--- config.mk ---
export PLATFORM = sky130hd
export DESIGN_NAME = pixel_combinator
export DESIGN_NICKNAME = d
export VERILOG_FILES = /design/src/rtl/pixel_combinator.sv
export SDC_FILE = /design/constraint.sdc
export NUM_CORES = 1
export LEC_CHECK = 0
export BUFFER_PORTS_ARGS = -buffer_cell sky130_fd_sc_hd__clkbuf_2
export CAP_MARGIN = 20
export CORE_MARGIN = 5
export CORE_UTILIZATION = 45
export DETAILED_ROUTE_END_ITERATION = 7
export PLACE_DENSITY = 0.83
export SKIP_LAST_GASP = 1
export SLEW_MARGIN = 20
export SYNTH_ARGS = -nofsm -noshare
export SYNTH_HDL_FRONTEND = slang
export SYNTH_SLANG_ARGS = --single-unit
--- constraint.sdc ---
create_clock -name clk -period 3 [get_ports clk]
set_input_delay 0.6 -clock clk [delete_from_list [all_inputs] [get_ports clk]]
set_output_delay 0.6 -clock clk [all_outputs]
set_load 0.01 [all_outputs]
--- src/rtl/pixel_combinator.sv ---
// pixel_combinator
//   Raster-order merge stage sitting behind the per-engine pixel queues.
//   Each screen coordinate is presented once per frame on the check bus; the
//   lowest-index queue whose front entry matches supplies the colour, and
//   after TIMEOUT search cycles without a match the background colour is
//   emitted instead. Pixels leave on a valid/ready stream with sop/eol/eop.
//
// Ports
//   clk, reset      clock, synchronous active-high reset
//   start           begin a frame (sampled only while idle)
//   en, match       per-queue non-empty / front-matches-check-coordinate
//   colour_i        per-queue front colour, queue i at [i*RBG_SIZE +: RBG_SIZE]
//   xpixel_check    coordinate being searched (parked at IMAGE_W when idle)
//   ypixel_check    coordinate being searched (parked at IMAGE_H when idle)
//   pop             one-hot, one-cycle consume strobe to the matching queue
//   out_data        pixel colour
//   out_valid       out_data valid; out_ready is the downstream accept
//   out_sop/eol/eop frame start, end of line, end of frame markers
//   frame_done      one-cycle pulse after the last pixel handshake
//   timeout_cnt     saturating count of background pixels in this frame
module pixel_combinator #(
  parameter int NUM_QUEUES = 4,
  parameter int DATA_WIDTH = 10,
  parameter int RBG_SIZE   = 24,
  parameter int IMAGE_W    = 640,
  parameter int IMAGE_H    = 480,
  parameter int TIMEOUT    = 255,
  parameter logic [RBG_SIZE-1:0] BG_COLOUR = '0
) (
  input  logic                           clk,
  input  logic                           reset,
  input  logic                           start,
  input  logic [NUM_QUEUES-1:0]          en,
  input  logic [NUM_QUEUES-1:0]          match,
  input  logic [NUM_QUEUES*RBG_SIZE-1:0] colour_i,
  output logic [DATA_WIDTH-1:0]          xpixel_check,
  output logic [DATA_WIDTH-1:0]          ypixel_check,
  output logic [NUM_QUEUES-1:0]          pop,
  output logic [RBG_SIZE-1:0]            out_data,
  output logic                           out_valid,
  input  logic                           out_ready,
  output logic                           out_sop,
  output logic                           out_eol,
  output logic                           out_eop,
  output logic                           frame_done,
  output logic [15:0]                    timeout_cnt
);

  localparam int WAIT_W = (TIMEOUT < 1) ? 1 : $clog2(TIMEOUT + 1);
  localparam logic [WAIT_W-1:0]     WAIT_LAST = WAIT_W'(TIMEOUT - 1);
  localparam logic [DATA_WIDTH-1:0] X_LAST    = DATA_WIDTH'(IMAGE_W - 1);
  localparam logic [DATA_WIDTH-1:0] Y_LAST    = DATA_WIDTH'(IMAGE_H - 1);
  localparam logic [DATA_WIDTH-1:0] X_PARK    = DATA_WIDTH'(IMAGE_W);
  localparam logic [DATA_WIDTH-1:0] Y_PARK    = DATA_WIDTH'(IMAGE_H);

  typedef enum logic [1:0] {
    IDLE   = 2'd0,
    SEARCH = 2'd1,
    HOLD   = 2'd2,
    DONE   = 2'd3
  } state_t;

  state_t                  state;
  logic [DATA_WIDTH-1:0]   x;
  logic [DATA_WIDTH-1:0]   y;
  logic [WAIT_W-1:0]       wait_cnt;

  logic                    hit;
  logic [NUM_QUEUES-1:0]   sel_pop;
  logic [RBG_SIZE-1:0]     sel_colour;
  logic                    at_sop;
  logic                    at_eol;
  logic                    at_eop;

  // Background-pixel counter must stick at all-ones instead of wrapping.
  function automatic logic [15:0] sat_inc16(input logic [15:0] v);
    return (v == 16'hFFFF) ? v : v + 16'd1;
  endfunction

  // Lowest-index priority select. Scanning from the top down lets the last
  // assignment win, so the lowest valid index ends up selected.
  always_comb begin
    hit        = 1'b0;
    sel_pop    = '0;
    sel_colour = '0;
    for (int i = NUM_QUEUES - 1; i >= 0; i--) begin
      if (match[i] && en[i]) begin
        hit        = 1'b1;
        sel_pop    = '0;
        sel_pop[i] = 1'b1;
        sel_colour = colour_i[i*RBG_SIZE +: RBG_SIZE];
      end
    end
  end

  // The parked coordinate lies outside the image, so no queue front (real
  // data or an empty queue's all-ones entry) can match it while we are not
  // actively searching.
  assign xpixel_check = (state == SEARCH) ? x : X_PARK;
  assign ypixel_check = (state == SEARCH) ? y : Y_PARK;

  // pop must reach the queue in the same cycle the match is seen so the
  // queue advances before the next coordinate is presented; hence it is
  // decoded from the registered state rather than registered itself.
  assign pop = (state == SEARCH && !reset) ? sel_pop : '0;

  assign at_sop = (x == '0) && (y == '0);
  assign at_eol = (x == X_LAST);
  assign at_eop = (x == X_LAST) && (y == Y_LAST);

  always_ff @(posedge clk) begin
    if (reset) begin
      state       <= IDLE;
      x           <= '0;
      y           <= '0;
      wait_cnt    <= '0;
      out_data    <= '0;
      out_valid   <= 1'b0;
      out_sop     <= 1'b0;
      out_eol     <= 1'b0;
      out_eop     <= 1'b0;
      frame_done  <= 1'b0;
      timeout_cnt <= '0;
    end else begin
      frame_done <= 1'b0;
      case (state)
        IDLE: begin
          if (start) begin
            state       <= SEARCH;
            wait_cnt    <= '0;
            timeout_cnt <= '0;
          end
        end

        SEARCH: begin
          if (hit || (wait_cnt == WAIT_LAST)) begin
            out_data  <= hit ? sel_colour : BG_COLOUR;
            out_valid <= 1'b1;
            out_sop   <= at_sop;
            out_eol   <= at_eol;
            out_eop   <= at_eop;
            state     <= HOLD;
            if (!hit) begin
              timeout_cnt <= sat_inc16(timeout_cnt);
            end
          end else begin
            wait_cnt <= wait_cnt + WAIT_W'(1);
          end
        end

        HOLD: begin
          if (out_ready) begin
            out_valid <= 1'b0;
            out_sop   <= 1'b0;
            out_eol   <= 1'b0;
            out_eop   <= 1'b0;
            if (at_eop) begin
              x          <= '0;
              y          <= '0;
              frame_done <= 1'b1;
              state      <= DONE;
            end else begin
              if (at_eol) begin
                x <= '0;
                y <= y + DATA_WIDTH'(1);
              end else begin
                x <= x + DATA_WIDTH'(1);
              end
              wait_cnt <= '0;
              state    <= SEARCH;
            end
          end
        end

        DONE: begin
          state <= IDLE;
        end

        default: begin
          state <= IDLE;
        end
      endcase
    end
  end

endmodule

==> results of run 1 <==
==> cell usage after synthesis, drive strengths merged (3+ instances only) <==
library cell / number / share of area
nand4: 14 / 0.021
nand2b: 7 / 0.011
and4: 5 / 0.011
dfxtp: 75 / 0.36
buf: 9 / 0.012
o21a: 6 / 0.011
o21ai: 10 / 0.012
a211oi: 6 / 0.012
o22ai: 26 / 0.039
nor2: 32 / 0.029
a21oi: 44 / 0.053
nor2b: 3 / 0.0045
nand3: 20 / 0.024
inv: 12 / 0.011
nand2: 58 / 0.053
o2111ai: 4 / 0.0085
a221o: 4 / 0.0097
clkbuf: 26 / 0.024
a31oi: 4 / 0.0061
nor3: 14 / 0.017
nor4: 8 / 0.012
and2: 15 / 0.023
and3: 13 / 0.020
a221oi: 24 / 0.051
ha: 7 / 0.021
xor2: 10 / 0.021
or4: 3 / 0.0055
xnor2: 5 / 0.011
or3: 32 / 0.048
o32ai: 4 / 0.0085
==> tightest hold or removal path: cells and delay by family (launching register included) <==
family             cells  cell delay (ns)
and+or+nand+nor        1             0.05
AOI/OAI and AO/OA      1             0.05
DFF                    1             0.31
==> path summary, 6_finish.rpt <==
| kind | start | end | slack [ns] |
|---|---|---|---|
| setup / recovery | state[0] | pop[3] | 0.53 |
| hold / removal | out_data[19] | out_data[19] | 0.46 |
| setup reg to reg | timeout_cnt[0] | timeout_cnt[9] | 0.75 |
| hold reg to reg | out_data[19] | out_data[19] | 0.46 |
==> power by group <==
part           total [mW]  internal [mW]  switching (mW)
logic               0.358          0.155           0.203
registers            1.04           1.02          0.0194
clock network       0.848          0.483           0.365
==> sequential cells by signal, indices dropped and copies added (netlist names) <==
signal and count:
out_data 24, timeout_cnt 16, x 10, y 10, wait_cnt 8, state 2
frame_done 1, out_eol 1, out_eop 1, out_sop 1, out_valid 1
==> stage by stage <==
step / utilization / area (sq um) / total power, mW / std cells
after global placement: 0.5626 / 5125 / 1.406 / 791
after CTS: 0.5863 / 5340 / 2.262 / 806
after global routing: 0.5863 / 5340 / 2.343 / 806
after detailed placement: 0.5626 / 5125 / 1.417 / 791
final: 0.5863 / 5340 / 2.245 / 806
after floorplan: - / 4129 / 1.255 / 523
==> cells by family after synthesis <==
| logic type | synth area share |
|---|---|
| buffers and inverters | 0.04757 |
| AND/OR/NAND/NOR | 0.2882 |
| AO/OA/AOI/OAI | 0.2427 |
| XOR/XNOR | 0.03182 |
| multiplexers | 0.004849 |
| adder cells (fa/ha/maj) | 0.02121 |
| flip-flops | 0.3636 |
==> cell usage in the layout (no fill, tap or decap), types with 3 or more instances in the layout <==
cell / n
clkbuf_8: 10
o21ai_0: 9
nand4_1: 14
nor4_1: 8
nand2b_1: 7
xnor2_1: 5
and3_1: 13
dfxtp_1: 75
or3_1: 32
nor2b_1: 3
inv_1: 12
o22ai_1: 26
ha_1: 7
nor3_1: 14
and2_1: 15
xor2_1: 10
nor2_1: 32
a21oi_1: 44
a221o_1: 4
o2111ai_1: 4
and4_1: 5
a221oi_1: 24
nand2_1: 58
o32ai_1: 4
or4_1: 3
nand3_1: 20
a211oi_1: 5
clkbuf_2: 176
buf_4: 16
o21a_1: 6
a31oi_1: 4
==> routing by layer <==
metal,vias up,track usage,share of wire
met4,2,0.08973,0.022
li1,2299,-,-
met2,256,0.4039,0.50
met3,28,0.06062,0.087
met5,-,0,0.00098
met1,2199,0.2707,0.39
==> area by class of cell <==
cell class              count  area (sq um)  share of cell area
repair buffers            192          1001              0.1874
flip-flops and latches     75          1501              0.2812
clock inverters             5         77.57             0.01453
clock buffers              10         137.6             0.02577
inverters                  13         48.80            0.009138
well taps                 111         138.9             0.02601
multi-input cells         400          2435              0.4560
==> flow_summary_export.csv, run 1 <==
group,metric,value,unit
placement,routabilityCongestion,0.9011,
logic_synthesis,yosysSeqAreaShare,0.3636,
routing,viasPerCell,5.935,
critical_path,path_delay_family,"simple AND/OR/NAND/NOR gates",
logic_synthesis,synth-edff-count,0,
critical_path,ff2ff_path_depth,6,
critical_path,critPathLaunchType,"flip-flop",
routing,vias,4784,
routing,wl_per_cell,16.53,microns
placement,pre_cts_slack,0.4556,ns
clock_network,clk_pin_slew,0.08,ns
floorplan,core,9109,sq um
sta,max_freq,404.4,MHz
global_routing,overflow,0,
clock_network,cts_buffer_depth,2,
logic_synthesis,syn_avg_cell_area,7.895,sq um
routing,first_pass_iters,5,
critical_path,worst_path_max_delay_cell,"dfxtp_1",
sta,fin_skew,0.008236,ns
clock_network,cts_setup_buffers,0,
sta,rsz0062_at_grt,"false",
critical_path,crit_chain,"nor2b_1 > nand2_1 > nor3b_1 > clkbuf_2",
sta,fin_setup_tns,0,ns
critical_path,cp.arrival,1.87,ns
power,powerDensity,420.4,nW/um^2
critical_path,crit_buf_inv,1,
layout,nets,806,
clock_network,tritoncts,"built",
logic_synthesis,syn_area,4129,sq um
floorplan,die-area,11190,sq um
clock_network,post_cts_resized,0,
sta,finalSetupViolations,0,
global_routing,grt_first_pass_wirelength,21.48,mm
clock_network,cts.sinks,75,
routing,drc,0,
hold_path,hold_class,"reg -> reg",
placement,port_buffers,176,
global_routing,grt_pass1_vias,4634,
global_routing,grt_start_max_net_pins,50,
critical_path,endpoint_kind,"primary output",
floorplan,dieHeight,105.8,microns
logic_synthesis,yosysWarningCount,0,
clock_network,cts_hold_buf,0,
floorplan,pin_count,177,
sta,setup_ws,0.5271,ns
clock_network,h-tree-depth,3,
critical_path,crit_fanout,12,
logic_synthesis,synth_cells,523,
clock_network,clk_latency,0.35,ns
global_routing,antenna_found_initial,1,
routing,drt_iter0_drc,306,
floorplan,initial_core_util,0.4533,
power,p_leak,2.223,nW
routing,routed_wl,13.33,mm
placement,dp_hpwl,10.41,mm
layout,layout-drive-gt1-share,0.3022,
layout,fillers,872,
sta,tightestPinTransition,0.6300,ns
hold_path,hold_depth,2,
critical_path,cp.required,2.40,ns
layout,syn_to_final_growth,29.33,%
sta,period_needed,2.473,ns
critical_path,cp.depth,4,
floorplan,dieWidth,105.8,microns
sta,slew_violations,0,
layout,diodes,0,
sta,hold_violations,0,
routing,ant_nets,0,
floorplan,fp-row-count,35,
clock_network,cts_buffers,9,
logic_synthesis,asyncSetResetFlopFracSynth,0,
logic_synthesis,synth_ff_type,"dfxtp_1",
critical_path,path_class,"reg -> out",
clock_network,ctsRootBufferMaster,"clkbuf_8",
critical_path,cpPeakStageDelay,0.58,ns
power,ir_worst_vdd,191.6,uV
sta,relSlewSlack,0.5785,
sta,period_share,0.8243,
sta,hold-worst-slack,0.4563,ns
logic_synthesis,syn_nets,638,
global_routing,track_usage,0.2317,
flow_run,maxCapViolCount,0,
logic_synthesis,synth_cell_types,50,
outcome,status,"finished clean",
logic_synthesis,ys_seq_elements,75,
Note: power is estimated with default switching activity, not from simulation.
==> inputs of run 2 (changes only) <==
==> constraint.sdc (replaced) <==
create_clock -name clk -period 2.6 [get_ports clk]
set_input_delay 0.52 -clock clk [delete_from_list [all_inputs] [get_ports clk]]
set_output_delay 0.52 -clock clk [all_outputs]
set_load 0.01 [all_outputs]
==> run 2 against run 1 <==
Effect of this change: first-iteration DRC count down 14%; clock power up 19%; register-to-register slack worse by 0.36 ns; flip-flop and latch count unchanged; sequential share of layout area down 0.36 points; die area unchanged; worst hold slack better by 0.0014 ns; global-route usage down 0.16 points; sequential power up 15%; via count up 0.67%; worst setup slack worse by 0.34 ns; final cell count up 0.62%; largest cell class unchanged; largest power group unchanged.
==> flow_summary_export.csv, run 2 (synthesis results as in run 1) <==
group,metric,value,unit
layout,layout-drive-gt1-share,0.3071,
floorplan,die-area,11190,sq um
critical_path,cpPeakStageDelay,0.56,ns
hold_path,hold_path_startpoint,"out_data[20]",
clock_network,clk_latency,0.34,ns
hold_path,hold_class,"reg -> reg",
sta,hold_violations,0,
floorplan,dieHeight,105.8,microns
clock_network,clk_pin_slew,0.08,ns
global_routing,track_usage,0.2301,
critical_path,cp.arrival,1.89,ns
critical_path,r2r_slack,0.39,ns
power,p_int,1.955,mW
clock_network,ctsRootBufferMaster,"clkbuf_8",
power,p_clk_frac,0.385,
layout,fillers,858,
layout,diodes,0,
critical_path,ff2ff_path_depth,5,
power,p_sw,676.5,uW
sta,slew_violations,0,
power,switching_share,0.2570,
routing,wl_per_cell,16.12,microns
floorplan,fp-row-count,35,
clock_network,cts.sinks,75,
layout,regMostFlops,"out_data",
floorplan,core,9109,sq um
layout,layout_commonest_cell,"clkbuf_2",
clock_network,cts_buffers,9,
layout,syn_to_final_growth,31.03,%
clock_network,cts_buffer_depth,2,
power,power_frac_seq,0.455,
hold_path,whs_endpoint,"out_data[20]",
power,p_leak,2.260,nW
floorplan,pin_count,177,
critical_path,crit_chain,"nor2b_1 > nand2_2 > nor3b_1 > clkbuf_2",
sta,period_share,0.9281,
sta,period_needed,2.413,ns
global_routing,grt_start_max_net_pins,50,
critical_path,cp.required,2.08,ns
sta,max_freq,414.4,MHz
routing,drt_iter0_drc,263,
critical_path,path_delay_family,"simple AND/OR/NAND/NOR gates",
sta,fin_setup_tns,0,ns
critical_path,path_class,"reg -> out",
power,ir_worst_vdd,236.7,uV
routing,vias,4816,
global_routing,antenna_found_initial,0,
clock_network,h-tree-depth,3,
layout,largest_register_ffs,24,
power,combinationalPowerShare,0.160,
flow_run,maxCapViolCount,0,
global_routing,grt_first_pass_wirelength,21.61,mm
critical_path,critPathLaunchType,"flip-flop",
layout,final_cell_mix,"clkbuf_2, dfxtp_1, nand2_1, a21oi_1",
sta,relSlewSlack,0.5986,
critical_path,cp.depth,4,
clock_network,cts_setup_buffers,0,
layout,nets,810,
sta,hold-worst-slack,0.4577,ns
power,powerDensity,486.4,nW/um^2
placement,routabilityCongestion,0.9014,
clock_network,tritoncts,"built",
routing,routed_wl,13.08,mm
sta,tightestPinTransition,0.6006,ns
critical_path,worst_path_max_delay_cell,"dfxtp_1",
routing,drc,0,
global_routing,grt_pass1_vias,4744,
layout,multi_input_area,2437,sq um
routing,first_pass_iters,6,
placement,port_buffers,176,
critical_path,endpoint_kind,"primary output",
routing,viasPerCell,5.938,
power,finalPower,2.632,mW
sta,finalSetupViolations,0,
outcome,status,"finished clean",
layout,reg_top3,"out_data x24, timeout_cnt x16",
critical_path,setup.worst_path.start,"state[0]",
sta,fin_skew,0.01035,ns
critical_path,r2r-end,"y[7]",
global_routing,overflow,0,
floorplan,dieWidth,105.8,microns
routing,ant_nets,0,
sta,rsz0062_at_grt,"false",
floorplan,initial_core_util,0.4533,
hold_path,hold_depth,2,
critical_path,crit_buf_inv,1,
placement,dp_hpwl,10.34,mm
layout,regArea,1501,sq um
critical_path,r2r_start,"x[9]",
critical_path,crit_fanout,12,
## run 2: cell types whose count changed in the layout (fill, tap and decap cells not counted), sizes merged
| cell | delta |
|---|---|
| buf | +4 |
| clkbuf | +2 |
| clkinv | -1 |
## run 2: worst max-delay path by stage
stage,to
after floorplan,timeout_cnt[12]
after global placement,timeout_cnt[9]
after detailed placement,timeout_cnt[7]
after CTS,pop[3]
after global routing,pop[3]
final,pop[3]
## run 2: worst min-delay path: stages (launching register included)
cell and delay (ns):
dfxtp_1 0.31, nand2_1 0.05, a21oi_1 0.05
## run 2: power groups by stage
stage / clock network, mW / logic [mW] / registers [mW]
after floorplan: 0 / 0.220 / 1.23
after global placement: 0 / 0.408 / 1.22
after detailed placement: 0 / 0.418 / 1.22
after CTS: 1.04 / 0.419 / 1.20
after global routing: 1.09 / 0.462 / 1.20
final: 1.01 / 0.421 / 1.20
## run 2: repair_timing
item | in CTS | in global routing
endpoints found under the hold margin | 0 | 0
resized for setup | 0 | 1
hold buffers | 0 | 0
endpoints found under the setup margin | 0 | 1
## run 2: area by class of cell
class,instances,area share
well taps,111,0.02567
clock inverters,4,0.01341
clock buffers,12,0.02868
multi-input cells,400,0.4505
flip-flops and latches,75,0.2775
inverters,13,0.009019
repair buffers,196,0.1952
## run 2: routing by layer
| layer | track usage | share of wire |
|---|---|---|
| met5 | 0 | 0 |
| met2 | 0.4016 | 0.50 |
| met3 | 0.04348 | 0.079 |
| met1 | 0.2713 | 0.39 |
| met4 | 0.1073 | 0.032 |
## run 2: per-stage QoR
| step | setup slack (ns) | instances | instance area, sq um | utilization |
|---|---|---|---|---|
| final | 0.1869 | 811 | 5410 | 0.5940 |
| after global routing | 0.05586 | 811 | 5410 | 0.5940 |
| after CTS | 0.05641 | 811 | 5408 | 0.5937 |
| after detailed placement | 0.1719 | 795 | 5180 | 0.5687 |
| after global placement | 0.2104 | 795 | 5180 | 0.5687 |
| after floorplan | 0.2548 | 523 | 4129 | - |
